### config.mk
export PLATFORM = sky130hd
export DESIGN_NAME = run_ctrl
export DESIGN_NICKNAME = d
export VERILOG_FILES = /design/src/rtl/run_ctrl_pkg.sv /design/src/rtl/edge_det.sv /design/src/rtl/run_ctrl.sv
export SDC_FILE = /design/constraint.sdc
export NUM_CORES = 1
export LEC_CHECK = 0
export CORE_ASPECT_RATIO = 0.7
export CORE_MARGIN = 2
export CORE_UTILIZATION = 50
export CTS_CLUSTER_DIAMETER = 30
export CTS_CLUSTER_SIZE = 12
export DETAILED_ROUTE_END_ITERATION = 8
export GPL_TIMING_DRIVEN = 0
export PLACE_DENSITY = 0.83
export RECOVER_POWER = 25
export SETUP_SLACK_MARGIN = 0.02
export SYNTH_ARGS = -nofsm -noshare
export SYNTH_HDL_FRONTEND = slang
export SYNTH_SLANG_ARGS = --single-unit
export TNS_END_PERCENT = 10
### constraint.sdc
create_clock -name clk -period 2.7 [get_ports clk]
set_clock_uncertainty 0.1 [all_clocks]
set_input_delay 0.405 -clock clk [delete_from_list [all_inputs] [get_ports clk]]
set_output_delay 0.405 -clock clk [all_outputs]
set_load 0.05 [all_outputs]
### src/rtl/run_ctrl_pkg.sv
// Shared encodings for the run/step controller and the CPU it supervises.
// The macros are the single source of truth for the state values.
`ifndef RUN_CTRL_DEFS_SVH
`define RUN_CTRL_DEFS_SVH
`define RC_HALT   2'd0
`define RC_STEP   2'd1
`define RC_RUN    2'd2
`define RC_BRK    2'd3
`define CPU_IDLE  2'd0
`define CPU_FETCH 2'd1
`define CPU_DEC   2'd2
`define CPU_EXEC  2'd3
`endif

package run_ctrl_pkg;

  localparam int unsigned PcW  = 16;
  localparam int unsigned CntW = 16;

  typedef enum logic [1:0] {
    StHalt = `RC_HALT,
    StStep = `RC_STEP,
    StRun  = `RC_RUN,
    StBrk  = `RC_BRK
  } rc_state_e;

  function automatic logic [CntW-1:0] sat_inc(input logic [CntW-1:0] v);
    return (&v) ? v : v + 1'b1;
  endfunction

endpackage

### src/rtl/edge_det.sv
// Rising-edge detector; history resets high so a level held through reset never fires.
module edge_det (
  input  logic clk,
  input  logic reset,
  input  logic level,
  output logic pulse
);

  logic prev_q;

  always_ff @(posedge clk or negedge reset) begin
    if (!reset) begin
      prev_q <= 1'b1;
    end else begin
      prev_q <= level;
    end
  end

  assign pulse = level & ~prev_q;

endmodule

### src/rtl/run_ctrl.sv
// Run/step/breakpoint controller producing single-cycle CPU clock enables.
module run_ctrl #(
  parameter int unsigned DIV_W = 22
) (
  input  logic        clk,
  input  logic        reset,
  input  logic        step,
  input  logic        run_tgl,
  input  logic        bp_en,
  input  logic [15:0] bp_addr,
  input  logic [15:0] pc,
  input  logic        halted,
  output logic        cpu_en,
  output logic [1:0]  mode,
  output logic        bp_hit,
  output logic [15:0] cycles
);

  import run_ctrl_pkg::*;

  logic            step_evt;
  logic            run_evt;
  rc_state_e       state_q, state_d;
  logic [DIV_W-1:0] div_q, div_d;
  logic            mask_q, mask_d;
  logic            cpu_en_q, cpu_en_d;
  logic            bp_hit_q;
  logic [CntW-1:0] cycles_q;
  logic            tick;
  logic            bp_match;

  edge_det u_step_edge (
    .clk   (clk),
    .reset (reset),
    .level (step),
    .pulse (step_evt)
  );

  edge_det u_run_edge (
    .clk   (clk),
    .reset (reset),
    .level (run_tgl),
    .pulse (run_evt)
  );

  assign tick     = (state_q == StRun) && (&div_q);
  assign bp_match = bp_en && (pc == bp_addr) && !mask_q;

  always_ff @(posedge clk or negedge reset) begin
    if (!reset) begin
      state_q  <= StHalt;
      div_q    <= '0;
      mask_q   <= 1'b0;
      cpu_en_q <= 1'b0;
      bp_hit_q <= 1'b0;
      cycles_q <= '0;
    end else begin
      state_q  <= state_d;
      div_q    <= div_d;
      mask_q   <= mask_d;
      cpu_en_q <= cpu_en_d;
      bp_hit_q <= (state_d == StBrk);
      cycles_q <= cpu_en_d ? sat_inc(cycles_q) : cycles_q;
    end
  end

  always_comb begin
    state_d = state_q;
    div_d   = div_q;
    mask_d  = mask_q;
    unique case (state_q)
      StHalt, StBrk: begin
        if (run_evt) begin
          state_d = StRun;
          div_d   = '0;
          // Resuming from a breakpoint must step past the breakpoint instruction.
          mask_d  = (state_q == StBrk);
        end else if (step_evt) begin
          state_d = StStep;
        end
      end
      StStep: state_d = StHalt;
      StRun: begin
        div_d = div_q + 1'b1;
        if (run_evt || halted) begin
          state_d = StHalt;
        end else if (tick) begin
          mask_d = 1'b0;
          if (bp_match) begin
            state_d = StBrk;
          end
        end
      end
      default: state_d = StHalt;
    endcase
  end

  always_comb begin
    cpu_en_d = 1'b0;
    unique case (state_q)
      StHalt, StBrk: cpu_en_d = !run_evt && step_evt;
      StRun:         cpu_en_d = !run_evt && !halted && tick && !bp_match;
      default:       cpu_en_d = 1'b0;
    endcase
  end

  assign cpu_en = cpu_en_q;
  assign mode   = state_q;
  assign bp_hit = bp_hit_q;
  assign cycles = cycles_q;

endmodule
==> metrics.yaml <==
clock_network:
  cts_buffer_depth: 2
  clkLatencyLatePin_ns: 0.29
  clkSinkCount: 45
  cts_buffers: 5
  h-tree-depth: 2
  cts_root_buf: "clkbuf_8"
  path_clk_slew_ns: 0.08
  cts_tree: "yes"
synth:
  synth_seq_cells: 45
  synth_edf_count: 0
  yosysMostFrequentCell: "dfrtp_1"
  synth_ff_type: "dfrtp_1"
  seq_area_frac_synth_pct: 46.2
  avgSynthCellArea_um2: 10.0
  synth_cell_types: 39
  synthesis.nets: 287
  ys_warn_count: 0
  synth_top_area_share_pct: 44.0
  synth_area_um2: 2440
  synth_top_area_cell: "dfrtp_1"
  yosys-top-cells-area: "dfrtp_1, xor2_1, xnor2_1, nor2_1, nand2_1"
  netlist_instances: 244
  synth_common_cells: "dfrtp_1, xor2_1, nor2_1"
  async_flop_share_pct: 100
floorplan:
  start_util_pct: 51.4
  fp.dieArea_um2: 5470
  num_rows: 21
  core_um2: 4760
  die_y_um: 62.5
  die_w_um: 87.6
  pin_count: 58
route:
  ant_nets: 0
  vias_per_cell: 5.19
  dr.pass1.iters: 4
  route.detailed.wl_per_inst_um: 13.5
  drtIter0Drc: 102
  routed_wl_um: 5140
  drcViolationCount: 0
  via_count: 1977
flow_run:
  maxCapViolCount: 0
cells_and_area:
  drive_gt1_share_pct: 8.33
  diodes: 0
  area_delta_synth_final_pct: 31.6
  finalNetCount: 354
  final_util_pct: 67.6
sta:
  worst_pin_slew_ns: 0.925
  min_period_ns: 2.53
  slew_viol_final: 0
  fmax_ghz: 0.395
  setup_violations: 0
  max_slew_margin_pct: 38.3
  hold_violations: 0
  post-route-period-util_pct: 93.8
  rsz0062_at_grt: "false"
pwr:
  total_power_mw: 1.94
  peakVddDrop_mv: 0.559
  powerDensity_nw_per_um2: 602
  leakage_nw: 1.40
worst_setup_path:
  critPathKind: "in2reg"
  critPathMaxFanout: 10
  worstSetupEndpointType: "flip-flop"
  crit_required_ns: 2.82
  cp-start-kind: "primary input"
  crit_arrival_ns: 2.65
global_routing:
  gr-total-overflow: 0
  grt_pass1_wl_um: 8910
  grt_usage_pct: 20.4
  grt_pass1_vias: 2050
  grt_max_degree: 40
  grt_antenna_before_repair: 0
hold_path:
  min_path_type: "reg2reg"
place:
  gp_congestion: 0.829
  dp_hpwl_um: 3900
  portBuffers: 57
outcome:
  status: "completed"
==> kinds of logic (layout without fill, tap and decap cells) <==
| group | count (synthesis) | in the layout | share of synthesized area [%] |
|---|---|---|---|
| AOI/OAI and AO/OA | 19 | 19 | 4.55 |
| xor gates and xnor gates | 47 | 47 | 16.8 |
| adders and majority gates | 5 | 5 | 2.56 |
| buffers and inverters | 8 | 76 | 1.54 |
| DFF | 45 | 45 | 46.2 |
| muxes | 4 | 4 | 1.79 |
| and+or+nand+nor | 116 | 116 | 26.6 |
==> path summary, 6_finish.rpt <==
check	start	to	slack (ns)	cells after the start
min in group asynchronous	reset	div_q[15]	0.42	2
worst max register to register	mode[0]	div_q[19]	0.27	9
worst max-delay path	run_tgl	cycles[15]	0.17	8
worst min-delay path	cycles[8]	cycles[8]	0.41	1
max in group asynchronous	reset	mode[0]	0.82	3
worst min register to register	cycles[8]	cycles[8]	0.41	1
==> cell type report <==
type | instances | area (µm²)
Tap cell | 69 | 86.3
Buffer | 3 | 18.8
Inverter | 5 | 18.8
Clock buffer | 7 | 76.3
Fill cell | 409 | 1540
Sequential cell | 45 | 1130
Clock inverter | 1 | 7.51
Multi-Input combinational cell | 191 | 1290
Timing Repair Buffer | 60 | 587
==> routing by layer <==
metal / track usage [%] / wire length [µm] / vias to the layer above
li1: - / - / 979
met1: 27.4 / 2490 / 941
met2: 32.6 / 2360 / 52
met3: 4.89 / 253 / 5
met4: 6.35 / 34 / 0
met5: 0 / 0 / -
==> timing repair <==
item	4_1_cts	5_1_grt
setup buffers	0	1
endpoints found under the hold margin	6	0
gates resized for setup	1	2
hold buffers	1	0
pin swaps	0	1
setup endpoints to repair	2	2
==> power by group <==
part / switching [mW] / internal (mW) / leakage (nW)
combinational: 0.423 / 0.279 / 0.754
clock: 0.216 / 0.183 / 0.0385
sequential: 0.0872 / 0.749 / 0.604
==> flip-flops by register name (all words and copies together), names as in the netlist <==
name and count:
mode 2, u_run_edge.prev_q 1, mask_q 1, div_q 22
cpu_en 1, u_step_edge.prev_q 1, cycles 16, bp_hit 1
==> layout by cell type, fill, tap and decap left out, types with 7 or more instances in the layout <==
cell type / synthesis / routed
nand2_1: 21 / 20
nand4_1: 12 / 12
nor2_1: 26 / 26
xor2_1: 33 / 33
xnor2_1: 14 / 14
dfrtp_1: 43 / 42
nand3_1: 12 / 11
o21ai_0: 7 / 7
clkdlybuf4s50_1: 0 / 54
==> critical path, cell delays in order <==
cell	delay, ns
dlygate4sd3_1	0.59
nor2b_1	0.20
nor4_1	0.27
nand4_1	0.14
o31a_1	0.35
buf_6	0.18
nor4_2	0.32
xor2_1	0.20
==> metrics by stage <==
stage / instance area (µm²) / instances / setup TNS [ns] / setup slack, ns / hold WS, ns
after detailed placement: 3120 / 371 / -0.202 / -0.0367 / 0.155
final: 3220 / 381 / 0 / 0.167 / 0.411
after global routing: 3220 / 381 / 0 / 0.0312 / 0.428
after floorplan: 2450 / 244 / 0 / 0.0891 / 0.00941
after CTS: 3220 / 380 / 0 / 0.0541 / 0.362
after global placement: 3100 / 370 / -3.51 / -0.235 / 0.387
(Power assumes the default switching activity.)
